$ cat src/rtl/rom_stream_pkg.sv
// Shared types and default sizes for the ROM burst streamer.
package rom_stream_pkg;

   localparam int D_DEF = 8;    // ROM data width
   localparam int A_DEF = 14;   // ROM address width

   typedef enum logic [1:0] {
      IDLE  = 2'd0,
      RUN   = 2'd1,
      DRAIN = 2'd2
   } state_t;

endpackage

$ cat src/rtl/rom_streamer_if.sv
// Bundle of burst control, ROM port and output stream for rom_streamer.
// With ROM_STREAM_CHECKSUM_EN defined the bundle also carries the running checksum.
interface rom_streamer_if
   import rom_stream_pkg::*;
#(
   parameter int D = D_DEF,
   parameter int A = A_DEF
) ();

   logic         start;
   logic [A-1:0] base;
   logic [A:0]   len;
   logic         busy;
   logic         done;
   logic [A-1:0] rom_a;
   logic [D-1:0] rom_do;
   logic [D-1:0] m_data;
   logic         m_valid;
   logic         m_ready;
`ifdef ROM_STREAM_CHECKSUM_EN
   logic [D-1:0] sum;
`endif

   // streamer side
   modport master (
      input  start, base, len, rom_do, m_ready,
      output busy, done, rom_a, m_data, m_valid
`ifdef ROM_STREAM_CHECKSUM_EN
      , output sum
`endif
   );

   // environment side (controller, ROM, stream sink)
   modport slave (
      output start, base, len, rom_do, m_ready,
      input  busy, done, rom_a, m_data, m_valid
`ifdef ROM_STREAM_CHECKSUM_EN
      , input sum
`endif
   );

endinterface

$ cat src/rtl/rom_stream_fifo.sv
// Two-entry FIFO holding ROM read data until the stream sink accepts it.
// The caller never pushes when full or pops when empty.
module rom_stream_fifo #(
   parameter int D = 8
) (
   input  logic         clk_i,
   input  logic         rst_i,
   input  logic         push_i,
   input  logic [D-1:0] din_i,
   input  logic         pop_i,
   output logic [D-1:0] dout_o,
   output logic         full_o,
   output logic         empty_o,
   output logic [1:0]   occupancy_o
);

   logic [D-1:0] mem_q [2];
   logic         wr_ptr_q;
   logic         rd_ptr_q;
   logic [1:0]   cnt_q;

   // storage, pointers and count; cleared so the head reads zero after reset
   always_ff @(posedge clk_i) begin
      if (rst_i) begin
         mem_q[0] <= '0;
         mem_q[1] <= '0;
         wr_ptr_q <= 1'b0;
         rd_ptr_q <= 1'b0;
         cnt_q    <= 2'd0;
      end else begin
         if (push_i) begin
            mem_q[wr_ptr_q] <= din_i;
            wr_ptr_q        <= ~wr_ptr_q;
         end
         if (pop_i) rd_ptr_q <= ~rd_ptr_q;
         cnt_q <= cnt_q + {1'b0, push_i} - {1'b0, pop_i};
      end
   end

   assign dout_o      = mem_q[rd_ptr_q];
   assign full_o      = (cnt_q == 2'd2);
   assign empty_o     = (cnt_q == 2'd0);
   assign occupancy_o = cnt_q;

endmodule

$ cat src/rtl/rom_streamer.sv
// Streams a burst of consecutive ROM words (address wraps modulo 2^A) out
// through a valid/ready port. Reads are throttled so that FIFO occupancy
// plus the one read in flight never exceeds two entries.
// Optional feature: ROM_STREAM_CHECKSUM_EN adds a modulo-2^D sum of all
// delivered beats, cleared on start.
module rom_streamer
   import rom_stream_pkg::*;
#(
   parameter int D = D_DEF,
   parameter int A = A_DEF
) (
   input  logic            clock,
   input  logic            reset,
   rom_streamer_if.master  bus
);

   localparam logic [A-1:0] ONE_A   = 1;
   localparam logic [A:0]   ONE_LEN = 1;

   state_t       state_q;
   logic [A-1:0] addr_q, addr_d;
   logic [A:0]   rem_q, rem_d;
   logic [A-1:0] rom_a_q;
   logic         inflight_q;
   logic         busy_q;
   logic         done_q;

   logic [1:0]   occ;
   logic         empty, full, pop, issue, last_beat;
   logic [D-1:0] head;

   assign pop    = !empty && bus.m_ready;
   // room check: entries held + read in flight - entry leaving now < 2
   assign issue  = (state_q == RUN) &&
                   (({1'b0, occ} + {2'b0, inflight_q}) < (3'd2 + {2'b0, pop}));
   assign addr_d = addr_q + ONE_A;
   assign rem_d  = rem_q - ONE_LEN;
   assign last_beat = (state_q == DRAIN) && pop && !inflight_q && (occ == 2'd1);

   // the ROM samples the address on the edge that ends the issue cycle
   assign bus.rom_a   = issue ? addr_q : rom_a_q;
   assign bus.m_data  = head;
   assign bus.m_valid = !empty;
   assign bus.busy    = busy_q;
   assign bus.done    = done_q;

   rom_stream_fifo #(.D(D)) u_fifo (
      .clk_i       (clock),
      .rst_i       (reset),
      .push_i      (inflight_q && !full),
      .din_i       (bus.rom_do),
      .pop_i       (pop),
      .dout_o      (head),
      .full_o      (full),
      .empty_o     (empty),
      .occupancy_o (occ)
   );

   // burst control FSM with address generator and registered status outputs
   always_ff @(posedge clock) begin
      if (reset) begin
         state_q    <= IDLE;
         addr_q     <= '0;
         rem_q      <= '0;
         rom_a_q    <= '0;
         inflight_q <= 1'b0;
         busy_q     <= 1'b0;
         done_q     <= 1'b0;
      end else begin
         done_q     <= 1'b0;
         inflight_q <= issue;
         if (issue) begin
            rom_a_q <= addr_q;
            addr_q  <= addr_d;
            rem_q   <= rem_d;
         end
         case (state_q)
            IDLE: if (bus.start) begin
               addr_q <= bus.base;
               rem_q  <= bus.len;
               if (bus.len == '0) begin
                  done_q <= 1'b1;
               end else begin
                  state_q <= RUN;
                  busy_q  <= 1'b1;
               end
            end
            RUN: if (issue && (rem_q == ONE_LEN)) state_q <= DRAIN;
            DRAIN: if (last_beat) begin
               state_q <= IDLE;
               busy_q  <= 1'b0;
               done_q  <= 1'b1;
            end
            default: state_q <= IDLE;
         endcase
      end
   end

`ifdef ROM_STREAM_CHECKSUM_EN
   logic [D-1:0] sum_q;

   // running sum of delivered beats, restarted by each accepted start
   always_ff @(posedge clock) begin
      if (reset)                               sum_q <= '0;
      else if ((state_q == IDLE) && bus.start) sum_q <= '0;
      else if (pop)                            sum_q <= sum_q + head;
   end

   assign bus.sum = sum_q;
`endif

endmodule

$ cat src/flat_wrapper.sv
// flat-port wrapper written by rule: the top's interface ports become plain ports
module rom_streamer_flat import rom_stream_pkg::*;
#(
   parameter int D = D_DEF,
   parameter int A = A_DEF
)
  (clock, reset, bus_start, bus_base, bus_len, bus_rom_do, bus_m_ready, bus_busy, bus_done, bus_rom_a, bus_m_data, bus_m_valid);
  rom_streamer_if #(.D(D), .A(A)) bus_i ();
  input  logic clock;
  input  logic reset;
  input wire logic [$bits(bus_i.start)-1:0] bus_start;
  input wire logic [$bits(bus_i.base)-1:0] bus_base;
  input wire logic [$bits(bus_i.len)-1:0] bus_len;
  input wire logic [$bits(bus_i.rom_do)-1:0] bus_rom_do;
  input wire logic [$bits(bus_i.m_ready)-1:0] bus_m_ready;
  output wire logic [$bits(bus_i.busy)-1:0] bus_busy;
  output wire logic [$bits(bus_i.done)-1:0] bus_done;
  output wire logic [$bits(bus_i.rom_a)-1:0] bus_rom_a;
  output wire logic [$bits(bus_i.m_data)-1:0] bus_m_data;
  output wire logic [$bits(bus_i.m_valid)-1:0] bus_m_valid;
  assign bus_i.start = bus_start;
  assign bus_i.base = bus_base;
  assign bus_i.len = bus_len;
  assign bus_i.rom_do = bus_rom_do;
  assign bus_i.m_ready = bus_m_ready;
  assign bus_busy = bus_i.busy;
  assign bus_done = bus_i.done;
  assign bus_rom_a = bus_i.rom_a;
  assign bus_m_data = bus_i.m_data;
  assign bus_m_valid = bus_i.m_valid;
  rom_streamer #(.D(D), .A(A)) u_core (.clock(clock), .reset(reset), .bus(bus_i));
endmodule
$ cat config.mk
export PLATFORM = sky130hd
export DESIGN_NAME = rom_streamer_flat
export DESIGN_NICKNAME = d
export VERILOG_FILES = /design/src/rtl/rom_stream_pkg.sv /design/src/rtl/rom_streamer_if.sv /design/src/rtl/rom_stream_fifo.sv /design/src/rtl/rom_streamer.sv /design/src/flat_wrapper.sv
export SDC_FILE = /design/constraint.sdc
export NUM_CORES = 1
export LEC_CHECK = 0
export ABC_AREA = 1
export CAP_MARGIN = 20
export CORE_AREA = 5 5 105 107
export DETAILED_ROUTE_END_ITERATION = 7
export DIE_AREA = 0 0 110 112
export REMOVE_ABC_BUFFERS = 1
export SLEW_MARGIN = 30
export SYNTH_ARGS = -nofsm -noshare
export SYNTH_HDL_FRONTEND = slang
export SYNTH_SLANG_ARGS = --single-unit
$ cat constraint.sdc
create_clock -name clock -period 2.47 [get_ports clock]
set_clock_uncertainty 0.1 [all_clocks]
set_input_delay 0.494 -clock clock [delete_from_list [all_inputs] [get_ports clock]]
set_output_delay 0.494 -clock clock [all_outputs]
set_load 0.02 [all_outputs]
==> run metrics, run 1 <==
Worst-path clk slew=0.07 ns; first-pass GRT wire length=16100 um; Yosys warnings=0; hold path cells=1; Hold Crit Start=u_core.u_fifo.rd_ptr_q$_SDFFE_PP0P_; Routed Antenna Nets=0; Rel. slew slack=73.7%; hold bufs inserted after CTS=0; DP Worst Slack=-0.517 ns; Gate Count Post-Synth=558; dpl cells=760; CP max-delay cell=dfxtp_2; Clock Sinks=69; CP Capture Type=output pin; Storage cell area=1550 um2; critical path cell sequence=ha_4, ha_4, a21boi_4, buf_6, or2_4, o21ai_2, inv_1, buf_6; post-layout power=3.94 mW; post-synth top area share=27.5%; leading area contributor after synthesis=dfxtp_1; TritonCTS buffer count=9; Cell Area, Synth=3860 um2; area of the multi-input gates=1990 um2; Placer Congestion=0.866; crit path launch type=flip-flop; synthesis-stage register bit count=69; post-synthesis cell type count=33; Non-Filler Instances=787; Total Wirelength=9670 um; CTS Buffer Depth=2; FP Rows=37; vias in the first global route=3422; synth top area cells=dfxtp_1, edfxtp_1, nand2_1; RSZ-0062 raised after global routing=yes; PortBufs=65; Slew @ Worst Pin=0.390 ns; Reg2Reg Depth=11; worst vdd ir=359 uV; core area=10000 um2; count of pins over their slew limit=0; crit path DAT=1.84 ns; Final HPWL DP=6800 um; grt total ovfl=0; max cap viols=0; Skew-Pair Late Insertion Delay=0.36 ns; DR vias=3667; Mean Syn Cell Area=6.92 um2; r2r startpoint=u_core.inflight_q$_SDFF_PP0_; crit-path max cell delay=0.34 ns; WS Path Type=reg -> out; Hold WC Path Type=reg -> reg; Die Ht=112 um; I/O pin count=66; Ant. Diodes=0; synthesis-to-layout area growth=34.8%; final setup fails=0; Avg WL per Cell=12.3 um; CTS Root Cell=clkbuf_8; Max Freq=0.410 GHz; final hold violations=0; final setup margin=0.0316 ns; DRC viols=0; Initial Utilization=38.4%; status=finished clean; initial drt markers=199; sequential share of the synthesized area=39.9%; H-tree levels=3; share of layout cells above drive strength 1=17.4%; vias per std cell=4.66; CP Max Fanout=7; Nets=694; initial antenna violation count=0; R2R Path End=u_core.rem_q[3]$_SDFF_PP0_; DRT Pass-1 Iters=4; final period utilization=98.7%; largest net degree at the start of global routing=55; Die W=110 um; Filler cells=974; reg2reg setup slack=0.56 ns; GRT Total Usage=16.4%; die area=12300 um2; Power Density=757 nW/um2; leakage power total=2.52 nW; TritonCTS clock tree=yes; Worst Path Required=1.88 ns; Final Critical Period=2.44 ns
layout by cell type (no fill, tap or decap), types with 3 or more instances in the layout:
cell type / count
nand2_1: 117
inv_1: 91
nor2_1: 75
nand3_1: 56
clkdlybuf4s50_1: 50
dfxtp_1: 50
o21ai_0: 33
buf_4: 27
edfxtp_1: 16
a21oi_1: 15
or2_2: 10
buf_6: 10
clkbuf_8: 9
or2_4: 8
mux2_2: 8
o21ai_2: 7
o21bai_1: 6
ha_1: 5
nand4_1: 4
a211oi_1: 4
xor2_1: 4
nor2_4: 3
a21oi_2: 3
dfxtp_2: 3
buf_12: 3
Yosys cell counts:
cell,instances
edfxtp_1,16
nand3b_1,2
o211ai_1,2
nor2_1,77
a21oi_1,18
buf_2,4
nor3_1,2
clkbuf_1,11
clkinv_1,1
ha_1,7
nor2_4,1
a21boi_4,1
nand2_4,1
buf_6,2
nand2_2,2
o21ai_0,38
nand3_1,56
dfxtp_1,53
inv_2,1
o21ai_1,3
or2_2,18
a211oi_1,4
nand3_4,1
nor2_2,2
mux2_2,8
nand4_1,4
xor2_1,4
buf_4,2
xnor2_1,1
inv_1,92
o21bai_1,6
nor4_1,1
nand2_1,117
stage by stage:
| stage | hold WS [ns] | util [%] | area, um2 | setup TNS (ns) |
|---|---|---|---|---|
| 2_1_floorplan | 0.326 | - | 3760 | 0 |
| 3_3_place_gp | 0.337 | 47.6 | 4780 | -6.33 |
| 3_5_place_dp | 0.349 | 47.6 | 4780 | -6.38 |
| 4_1_cts | 0.353 | 50.3 | 5050 | -0.0660 |
| 5_1_grt | 0.382 | 51.8 | 5210 | -0.361 |
| 6_report | 0.350 | 51.8 | 5210 | 0 |
report_power, final:
group,internal [mW],switching [mW],total (mW),leakage (nW)
registers,1.30,0.130,1.43,0.604
logic,0.758,0.827,1.59,1.82
clock network,0.465,0.458,0.923,0.0939
critical path: cells and delay by family (launching register included):
kind / cells / cell delay [ns]
DFF: 1 / 0.34
adders and majority gates: 2 / 0.44
AOI/OAI and AO/OA: 2 / 0.13
buffers and inverters: 3 / 0.33
and+or+nand+nor: 1 / 0.24
kinds of logic (layout without fill, tap and decap cells):
| family | after synthesis | in the layout | synth area share, % |
|---|---|---|---|
| adders and majority gates | 7 | 7 | 2.27 |
| xor gates and xnor gates | 5 | 5 | 1.13 |
| and+or+nand+nor | 284 | 284 | 32.2 |
| muxes | 8 | 8 | 2.33 |
| DFF | 69 | 69 | 39.9 |
| AOI/OAI and AO/OA | 72 | 72 | 10.5 |
| buffers and inverters | 113 | 206 | 11.7 |
worst max-delay path by stage:
stage | slack [ns] | to | from
final | 0.03 | bus_rom_a[10] | u_core.inflight_q$_SDFF_PP0_
after global placement | -0.50 | bus_rom_a[8] | bus_m_ready
after floorplan | 0.03 | bus_rom_a[3] | u_core.u_fifo.occupancy_o[0]$_SDFF_PP0_
after global routing | -0.06 | bus_rom_a[10] | u_core.u_fifo.occupancy_o[0]$_SDFF_PP0_
after detailed placement | -0.52 | bus_rom_a[6] | bus_m_ready
after CTS | -0.02 | bus_rom_a[6] | u_core.inflight_q$_SDFF_PP0_
state kept, by name, summed over array words and instances (netlist names), named ones only:
name,count
u_core.u_fifo.mem_q,16
u_core.rem_q,15
u_core.addr_q,14
u_core.rom_a_q,14
u_core.state_q,2
u_core.u_fifo.occupancy_o,2
u_core.bus.busy,1
u_core.bus.done,1
u_core.inflight_q,1
u_core.u_fifo.rd_ptr_q,1
u_core.u_fifo.wr_ptr_q,1
cell type report:
class                           instances  share of cell area, %
Clock buffer                           10                   2.45
Clock inverter                          6                   1.23
Inverter                               94                   6.78
Sequential cell                        69                   29.7
Timing Repair Buffer                   96                   18.4
Tap cell                              136                   3.27
Multi-Input combinational cell        376                   38.2
layer usage:
metal	vias up	global-route usage [%]	routed length, um
li1	1926	-	-
met1	1638	22.0	4540
met2	94	25.7	4500
met3	9	2.61	497
met4	0	6.98	139
met5	-	0	0
repair_timing:
item                                    CTS  global route
resized for setup                        94            23
cloned                                    0             2
endpoints found under the setup margin   18            14
buffers inserted                          7             3
pin swaps                                 2             6
(Power assumes the default switching activity.)
==> inputs of run 2 (changes only) <==
--- a/config.mk
+++ b/config.mk
@@ -10,6 +10,7 @@
 export CORE_AREA = 5 5 105 107
 export DETAILED_ROUTE_END_ITERATION = 7
 export DIE_AREA = 0 0 110 112
+export HOLD_SLACK_MARGIN = 0.02
 export REMOVE_ABC_BUFFERS = 1
 export SLEW_MARGIN = 30
 export SYNTH_ARGS = -nofsm -noshare
==> results of run 2 <==
Final layout, timing and power as in run 1 (identical DEF).
